$ cat config.mk
export PLATFORM = sky130hd
export DESIGN_NAME = cmd_dispatcher
export DESIGN_NICKNAME = d
export VERILOG_FILES = /design/src/rtl/dispatch_pkg.sv /design/src/rtl/cmd_lookup.sv /design/src/rtl/cmd_dispatcher.sv
export SDC_FILE = /design/constraint.sdc
export NUM_CORES = 1
export LEC_CHECK = 0
export CORE_MARGIN = 1
export CORE_UTILIZATION = 47
export DETAILED_ROUTE_END_ITERATION = 7
export PLACE_DENSITY = 0.75
export REMOVE_ABC_BUFFERS = 1
export SETUP_SLACK_MARGIN = 0.2
export SLEW_MARGIN = 25
export SYNTH_ARGS = -nofsm -noshare
export SYNTH_HDL_FRONTEND = slang
export SYNTH_HIERARCHICAL = 1
export SYNTH_SLANG_ARGS = --single-unit
$ cat constraint.sdc
create_clock -name clk -period 5 [get_ports clk]
set_clock_uncertainty 0.15 [all_clocks]
set_input_delay 1 -clock clk [delete_from_list [all_inputs] [get_ports clk]]
set_output_delay 1 -clock clk [all_outputs]
set_load 0.01 [all_outputs]
$ cat src/rtl/dispatch_pkg.sv
// Shared types and constants for the UART command dispatcher.
package dispatch_pkg;

    typedef enum logic [2:0] {
        StIdle,
        StLookup,
        StRun,
        StReply,
        StDrain
    } state_e;

    localparam logic [7:0] DefNakByte = 8'h3F;
    localparam logic [7:0] DefTmoByte = 8'hEE;
    localparam logic [7:0] NopCode    = 8'h00;

    function automatic logic [7:0] sat_inc(input logic [7:0] v);
        return (v == 8'hFF) ? v : v + 8'd1;
    endfunction

endpackage

$ cat src/rtl/cmd_lookup.sv
// Combinational command-code table match; the lowest matching client index wins.
module cmd_lookup #(
    parameter int unsigned N_CLIENTS = 5,
    parameter int unsigned DATA_W    = 8
) (
    input  logic [DATA_W-1:0]           cmd,
    input  logic [N_CLIENTS*DATA_W-1:0] codes,
    output logic [N_CLIENTS-1:0]        onehot,
    output logic                        hit
);

    always_comb begin
        onehot = '0;
        hit    = 1'b0;
        for (int i = 0; i < N_CLIENTS; i++) begin
            if (!hit && (codes[i*DATA_W +: DATA_W] == cmd)) begin
                onehot[i] = 1'b1;
                hit       = 1'b1;
            end
        end
    end

endmodule

$ cat src/rtl/cmd_dispatcher.sv
// UART command dispatcher: activates the client owning a received command code and
// arbitrates uart_tx between that client and NAK/timeout replies.
module cmd_dispatcher
    import dispatch_pkg::*;
#(
    parameter int unsigned                   N_CLIENTS      = 5,
    parameter int unsigned                   DATA_W         = 8,
    parameter logic [N_CLIENTS*DATA_W-1:0]   CMD_CODES      = {8'h72, 8'h71, 8'h22, 8'h21, 8'h11},
    parameter int unsigned                   TIMEOUT_CYCLES = 50_000_000,
    parameter logic [DATA_W-1:0]             NAK_BYTE       = DATA_W'(DefNakByte),
    parameter logic [DATA_W-1:0]             TMO_BYTE       = DATA_W'(DefTmoByte)
) (
    input  logic                          clk,
    input  logic                          reset,
    input  logic                          rx_ready,
    input  logic [DATA_W-1:0]             rx_data,
    input  logic                          tx_active,
    input  logic                          tx_done,
    output logic [DATA_W-1:0]             tx_data,
    output logic                          tx_start,
    output logic [N_CLIENTS-1:0]          client_activate,
    input  logic [N_CLIENTS-1:0]          client_done,
    input  logic [N_CLIENTS*DATA_W-1:0]   client_tx_data,
    input  logic [N_CLIENTS-1:0]          client_tx_start,
    output logic [DATA_W-1:0]             cur_cmd,
    output logic                          busy,
    output logic [7:0]                    err_count
);

    state_e              state_q;
    logic [DATA_W-1:0]   cmd_q;
    logic [DATA_W-1:0]   reply_q;
    logic                sent_q;
    logic [31:0]         tmo_q;

    logic [N_CLIENTS-1:0] hit_onehot;
    logic                 hit;
    logic [DATA_W-1:0]    act_data;
    logic                 act_start;
    logic                 act_done;
    logic                 tmo_hit;

    cmd_lookup #(
        .N_CLIENTS (N_CLIENTS),
        .DATA_W    (DATA_W)
    ) u_lookup (
        .cmd    (cmd_q),
        .codes  (CMD_CODES),
        .onehot (hit_onehot),
        .hit    (hit)
    );

    // Activate is one-hot, so an AND-OR mux selects the running client's signals.
    always_comb begin
        act_data  = '0;
        act_start = 1'b0;
        act_done  = 1'b0;
        for (int i = 0; i < N_CLIENTS; i++) begin
            if (client_activate[i]) begin
                act_data  = act_data | client_tx_data[i*DATA_W +: DATA_W];
                act_start = act_start | client_tx_start[i];
                act_done  = act_done | client_done[i];
            end
        end
    end

    assign tmo_hit = (TIMEOUT_CYCLES != 0) && (tmo_q == TIMEOUT_CYCLES - 1);
    assign busy    = (state_q != StIdle);

    always_ff @(posedge clk) begin
        if (!reset) begin
            state_q         <= StIdle;
            cmd_q           <= '0;
            reply_q         <= '0;
            sent_q          <= 1'b0;
            tmo_q           <= '0;
            tx_data         <= '0;
            tx_start        <= 1'b0;
            client_activate <= '0;
            cur_cmd         <= '0;
            err_count       <= '0;
        end else begin
            tx_start <= 1'b0;
            case (state_q)
                StIdle: begin
                    if (rx_ready && (rx_data != DATA_W'(NopCode))) begin
                        cmd_q   <= rx_data;
                        state_q <= StLookup;
                    end
                end
                StLookup: begin
                    if (hit) begin
                        client_activate <= hit_onehot;
                        cur_cmd         <= cmd_q;
                        tmo_q           <= '0;
                        state_q         <= StRun;
                    end else begin
                        reply_q   <= NAK_BYTE;
                        sent_q    <= 1'b0;
                        err_count <= sat_inc(err_count);
                        state_q   <= StReply;
                    end
                end
                StRun: begin
                    // A done arriving on the timeout cycle is a clean finish.
                    if (act_done) begin
                        client_activate <= '0;
                        state_q         <= StDrain;
                    end else if (tmo_hit) begin
                        client_activate <= '0;
                        reply_q         <= TMO_BYTE;
                        sent_q          <= 1'b0;
                        err_count       <= sat_inc(err_count);
                        state_q         <= StReply;
                    end else begin
                        tmo_q    <= tmo_q + 32'd1;
                        tx_data  <= act_data;
                        tx_start <= act_start;
                    end
                end
                StReply: begin
                    if (!sent_q) begin
                        if (!tx_active) begin
                            tx_start <= 1'b1;
                            tx_data  <= reply_q;
                            sent_q   <= 1'b1;
                        end
                    end else if (tx_done) begin
                        state_q <= StDrain;
                    end
                end
                StDrain: begin
                    if (!tx_active && !rx_ready) begin
                        cur_cmd <= '0;
                        state_q <= StIdle;
                    end
                end
                default: state_q <= StIdle;
            endcase
        end
    end

endmodule

# --- Yosys cells after proc, flatten, opt, wreduce, memory -nomap -nowiden ---
# Cells that the tools add are included.
word_totals:
  output_inout_bits: 31
  ff_bits: 82
  inputBits: 63
  word_cells: 141
classes:
  eq_ne: 23
  n_bitwise: 12
  add_sub_neg: 2
  reduce_logical: 27
  n_mux: 67
op_table:
  columns: ["op", "count"]
  rows:
  - ["$mux W8", 18]
  - ["$mux W32", 3]
  - ["$pmux W32 S2", 1]
  - ["$pmux W8 S2", 4]
  - ["$add A32 B1 Y32 const B", 1]
  - ["$eq A32 B26 Y1 const B", 1]
  - ["$or A8 B8 Y8", 4]
  - ["$mux W1", 28]
  - ["$ne A2 B2 Y1 const B", 11]
  - ["$mux W3", 6]
  - ["$eq A6 B8 Y1 const A", 2]
  - ["$eq A7 B8 Y1 const A", 2]
  - ["$mux W5", 3]
  - ["$pmux W3 S5", 1]
  - ["$reduce_and A4 Y1", 3]
  - ["$pmux W5 S2", 1]
  - ["$reduce_and A5 Y1", 2]
  - ["$add A8 B1 Y8 const B", 1]
  - ["$eq A5 B8 Y1 const A", 1]
  - ["$eq A8 B8 Y1 const B", 1]
  - ["$or A1 B1 Y1", 8]
  - ["$reduce_bool A8 Y1", 1]
  - ["$eq A3 B2 Y1 const B", 2]
  - ["$logic_and A1 B1 Y1", 6]
  - ["other kinds (11)", 20]

# --- Logic depth before layout (Yosys ltp) ---
depth:
  ltp_word: 16
  ltp_mapped: 13
  depth_no_buf: 11

# --- By module ---
# Netlist, hierarchy kept.
by_module_without_submodules:
  columns: ["module", "cells_per_inst", "area_per_inst_um2", "instances", "seq_area_each_um2"]
  rows:
  - ["cmd_dispatcher", 488, 3883.7, 1, 1541.5]
  - ["cmd_lookup", 70, 555.5, 1, 0.0]

# --- Least setup slack after synthesis ---
# Ideal clock, no wire load.
synth_timing:
  kind: "input to register"
  from: "in client_done[0]"
  to: "reg tmo_q[17]"
  required_time_ps: 4735
  setup_ps: 115
  n_path_buf: 1
  arrival_ps: 2799
  setup_slack_ps: 1936
  cell_stages: 7
  cell_sequence: "a222oi_1 -> and3_1 -> nor2_2 -> or4_1 -> buf_2 -> o31a_1 -> o21a_1"
synth_between:
  elab_chain_len: 11
synth_lines:
  columns: ["item", "line", "source"]
  rows:
  - ["start: declaration", "cmd_dispatcher.sv:22", "input logic [N_CLIENTS-1:0] client_done,"]
  - ["$mux W1 (*)", "cmd_dispatcher.sv:59", "if (client_activate[i]) begin"]
  - ["$or A1 B1 Y1", "cmd_dispatcher.sv:62", "act_done = act_done | client_done[i];"]
  - ["$mux W1 (*)", "cmd_dispatcher.sv:59", null]
  - ["$or A1 B1 Y1", "cmd_dispatcher.sv:62", null]
  - ["$mux W1 (*)", "cmd_dispatcher.sv:59", null]
  - ["$or A1 B1 Y1", "cmd_dispatcher.sv:62", null]
  - ["$mux W1 (*)", "cmd_dispatcher.sv:59", null]
  - ["$or A1 B1 Y1", "cmd_dispatcher.sv:62", null]
  - ["$mux W1 (*)", "cmd_dispatcher.sv:59", null]
  - ["$ne A2 B2 Y1 (no source line) (*)", null, null]
  - ["$reduce_and A4 Y1 (no source line) (*)", null, null]
  - ["end signal: assignment", "cmd_dispatcher.sv:116", "tmo_q <= tmo_q + 32'd1;"]
  - ["end: declaration", "cmd_dispatcher.sv:34", "logic [31:0] tmo_q;"]
# Mark *: on every way between the ends. The rest lies on a longest branch, timed or not.
# A chain may end at the register's enable or synchronous reset.

# --- Worst setup path after layout ---
layout_timing:
  from: "reg cmd_q[6]"
  to: "reg tmo_q[17]"
layout_between:
  elab_chain_len: 16
  elab_cells_between_ends: 20
  classes_between: "6 x eq/ne; 5 x mux; 9 x reduce/logical"
layout_lines:
  columns: ["item", "line", "source"]
  rows:
  - ["start: declaration", "cmd_dispatcher.sv:31", "logic [DATA_W-1:0] cmd_q;"]
  - ["start signal: assignment", "cmd_dispatcher.sv:87", "cmd_q <= rx_data;"]
  - ["$eq A5 B8 Y1", "cmd_lookup.sv:16", "if (!hit && (codes[i*DATA_W +: DATA_W] == cmd)) begin"]
  - ["$mux W1", "cmd_lookup.sv:16", null]
  - ["$logic_not A1 Y1", "cmd_lookup.sv:16", null]
  - ["$logic_and A1 B1 Y1", "cmd_lookup.sv:16", null]
  - ["$mux W1", "cmd_lookup.sv:16", null]
  - ["$logic_not A1 Y1", "cmd_lookup.sv:16", null]
  - ["$logic_and A1 B1 Y1", "cmd_lookup.sv:16", null]
  - ["$mux W1", "cmd_lookup.sv:16", null]
  - ["$logic_not A1 Y1", "cmd_lookup.sv:16", null]
  - ["$logic_and A1 B1 Y1", "cmd_lookup.sv:16", null]
  - ["$mux W1", "cmd_lookup.sv:16", null]
  - ["$logic_not A1 Y1", "cmd_lookup.sv:16", null]
  - ["$logic_and A1 B1 Y1", "cmd_lookup.sv:16", null]
  - ["$mux W1 (*)", "cmd_lookup.sv:16", null]
  - ["net hit", "cmd_dispatcher.sv:37", "logic hit;"]
  - ["$ne A2 B2 Y1 (no source line) (*)", null, null]
  - ["$reduce_and A4 Y1 (no source line) (*)", null, null]
# The timed path passes the listed nets; every way through them passes the cells marked *.

==> flow_metrics.env <==
export IMPL_status="finished clean"
export IMPL_ys_warn_count=6
export IMPL_routed_wire_length_per_instance_um=15.1
export IMPL_floorplan_initialDensity_pct=48.3
export IMPL_post_cts_buffers=0
export IMPL_grt_ovfl_total=0
export IMPL_pin_count_of_the_biggest_net_entering_global_routing=28
export IMPL_critPathLaunchType="flop"
export IMPL_number_of_global_route_vias_before_repair=4320
export IMPL_synth_seq_cells=77
export IMPL_power_clock_fraction_pct=28.5
export IMPL_grt_pass1_wl_mm=19.8
export IMPL_p_seq_share_pct=43.7
export IMPL_chipWidth_um=99.2
export IMPL_worst_ir_drop_vdd_v=0.000188
export IMPL_synth_top_family_by_area="simple AND/OR/NAND/NOR gates"
export IMPL_worstPathArrival_ns=3.83
export IMPL_die_h_um=99.2
export IMPL_post_synth_inst_count=558
export IMPL_totalPowerFinal_mw=1.69
export IMPL_tns_ns=0
export IMPL_first_drt_iteration_drcs=282
export IMPL_timing_slew_headroom_pct=30.3
export IMPL_synthDominantAreaCellType="sky130_fd_sc_hd__dfxtp_1"
export IMPL_route_detailed_drc=0
export IMPL_die_area_mm2=0.00984
export IMPL_cts_sinks=77
export IMPL_antenna_violating_nets_left=0
export IMPL_dpl_worst_slack_ns=1.21
export IMPL_period_share_pct=74.5
export IMPL_async_flop_share_pct=0
export IMPL_reg2reg_depth=10
export IMPL_drt_first_pass_iters=5
export IMPL_synth_simple_gate_area_share_pct=31.6
export IMPL_syn_area_per_cell_um2=7.96
export IMPL_layout_commonest_cell="sky130_fd_sc_hd__clkdlybuf4s50_1"
export IMPL_most_common_layout_cells="sky130_fd_sc_hd__clkdlybuf4s50_1, sky130_fd_sc_hd__dfxtp_1, sky130_fd_sc_hd__nor2_1, sky130_fd_sc_hd__nand3_1, sky130_fd_sc_hd__nand2_1"
export IMPL_setup_viol_count_final=0
export IMPL_reg2reg_slack_ns=1.27
export IMPL_syn2layout_area_growth_pct=28.0
export IMPL_worstSkewPairLatency_ns=0.36
export IMPL_antenna_diode_instance_count=0
export IMPL_cts_root_to_sink_buffers=2
export IMPL_grt_setup_unrepaired="false"
export IMPL_worst_hold_path_type="flop to flop"
export IMPL_cts_root_buffer="sky130_fd_sc_hd__clkbuf_8"
export IMPL_timing_setup_critical_path_class="flop to flop"
export IMPL_tritoncts="done"
export IMPL_syn_cell_area_mm2=0.00444
export IMPL_drv_cap=0
export IMPL_drive_gt1_share_pct=4.48
export IMPL_cp_max_fanout=18
export IMPL_cp_data_required_time_ns=5.11
export IMPL_compound_gate_portion_of_the_synthesized_area_pct=13.3
export IMPL_viasPerCell=5.66
export IMPL_p_leak_nw=2.07
export IMPL_netlist_cell_type_count=49
export IMPL_fin_nets=730
export IMPL_worstReg2RegEnd="tmo_q[17]"
export IMPL_synthTopCellsByArea="sky130_fd_sc_hd__dfxtp_1, sky130_fd_sc_hd__xor2_1, sky130_fd_sc_hd__xnor2_1, sky130_fd_sc_hd__nand3_1, sky130_fd_sc_hd__nor2_1"
export IMPL_fp_row_count=35
export IMPL_synthMuxAreaShare_pct=2.25
export IMPL_design_core_area_mm2=0.00920
export IMPL_power_switching_mw=0.580
export IMPL_detailroute_via_count=4422
export IMPL_synth_enable_flop_cells=0
export IMPL_fin_crit_ns=3.73
export IMPL_intPower_mw=1.11
export IMPL_startpoint="cmd_q[6]"
export IMPL_hold_buffers=0
export IMPL_transition_time_at_the_pin_with_the_least_slew_margin_ns=1.04
export IMPL_place_congestion=0.880
export IMPL_htreeDepth=3
export IMPL_synth_adder_area_share_pct=0.564
export IMPL_relative_contribution_of_combinational_cells_to_total_power_pct=27.7
export IMPL_global_route_usage_total_pct=24.9
export IMPL_synth_top_cell_area_share_pct=34.7
export IMPL_setup_worst_path_end="tmo_q[17]"
export IMPL_hold_viol=0
export IMPL_clkTransAtPathRegs_ns=0.08
export IMPL_yosys_area_share_xor_xnor_pct=12.4
export IMPL_netSwitchingFraction_pct=34.4
export IMPL_postSynth_topFlopCell="sky130_fd_sc_hd__dfxtp_1"
export IMPL_worst_setup_path_end_kind="flop"
export IMPL_detail_route_wirelength_mm=11.8
export IMPL_number_of_antenna_violations_at_the_first_check_in_global_routing=0
export IMPL_synth_seq_area_share_pct=34.7
export IMPL_cts_buffers=9
export IMPL_numPortBuffers=93
export IMPL_r2r_path_start="cmd_q[6]"
export IMPL_io_pin_count=94
export IMPL_detailedPlacementHpwl_mm=8.61
export IMPL_fmax_ghz=0.268
export IMPL_timing_final_max_slew_violations=0
export IMPL_cts_resized_gates=0
export IMPL_power_density_over_the_cells_mw_per_mm2=297
export IMPL_fin_ws_ns=1.27
==> how the worst min path moves through the flow <==
| stage | from | endpoint | depth (start not counted) |
|---|---|---|---|
| after detailed placement | cur_cmd[6] | cur_cmd[6] | 2 |
| after CTS | cur_cmd[6] | cur_cmd[6] | 2 |
| after global placement | cur_cmd[0] | cur_cmd[0] | 2 |
| after floorplan | reply_q[5] | reply_q[5] | 2 |
| final | cur_cmd[6] | cur_cmd[6] | 2 |
| after global routing | tx_data[5] | tx_data[5] | 2 |
==> power groups by stage <==
stage          Sequential [mW]  Combinational (mW)  Clock (mW)
2_1_floorplan            0.733               0.296           0
5_1_grt                  0.745               0.521       0.519
4_1_cts                  0.737               0.463       0.488
3_3_place_gp             0.746               0.448           0
6_report                 0.738               0.468       0.481
3_5_place_dp             0.751               0.460           0
==> layout make-up <==
cell class                 instances  area, um2
timing repair buffer              96        953
tap                              111        139
clock buffer                      10        138
fill                             824       3510
multi-input combinational        474       2820
clock inverter                     6       62.6
sequential                        77       1540
inverter                           7       26.3
==> state kept, by name, indices dropped and copies added, names as in the netlist <==
name	cells
client_activate	5
reply_q	3
cmd_q	8
state_q	3
tmo_q	32
tx_start	1
err_count	8
sent_q	1
tx_data	8
cur_cmd	8
==> metal layers <==
metal	vias up	part of all wire [%]	GRT usage, %
met2	133	50	43.0
met1	2065	43	30.5
met3	30	4.8	4.71
met5	-	0	0
li1	2194	-	-
met4	0	2.5	10.3
==> cell usage after synthesis, drive strengths merged, types with 9 or more instances <==
cell,n
xor2,33
clkbuf,25
or3,9
a21oi,25
buf,13
a222oi,10
a22oi,11
o21ai,22
mux2i,10
nor4,22
dfxtp,77
nand3,52
nand4,19
nand2,48
nor3,24
xnor2,30
nor2,56
==> kinds of logic (layout without fill, tap and decap cells) <==
kind of cell	Yosys count	count (layout)
AND/OR/NAND/NOR	269	269
AO/OA/AOI/OAI	90	90
flip-flops	77	77
XOR/XNOR	63	63
buffers and inverters	45	119
multiplexers	10	10
adder cells (fa/ha/maj)	2	2
other	2	40
==> metrics by stage <==
step           utilization, %  cells  area [um2]  hold WS, ns
6_report                 61.8    781        5680        0.305
3_5_place_dp             59.6    765        5480        0.296
5_1_grt                  61.8    781        5680        0.337
4_1_cts                  61.8    781        5680        0.308
2_1_floorplan               -    558        4390        0.291
3_3_place_gp             59.6    765        5480        0.293
==> critical path, cell delays in order, from the launching register on <==
cell                       delay, ns
sky130_fd_sc_hd__dfxtp_1        0.53
sky130_fd_sc_hd__xor2_1         0.11
sky130_fd_sc_hd__nor4_1         0.34
sky130_fd_sc_hd__nand2_1        0.12
sky130_fd_sc_hd__nand4b_1       0.13
sky130_fd_sc_hd__nand2b_1       0.12
sky130_fd_sc_hd__and3b_1        0.59
sky130_fd_sc_hd__nor2_2         0.31
sky130_fd_sc_hd__or4_1          0.69
sky130_fd_sc_hd__o31a_1         0.33
sky130_fd_sc_hd__o21a_1         0.19
Power figures use the tool's default switching activity.
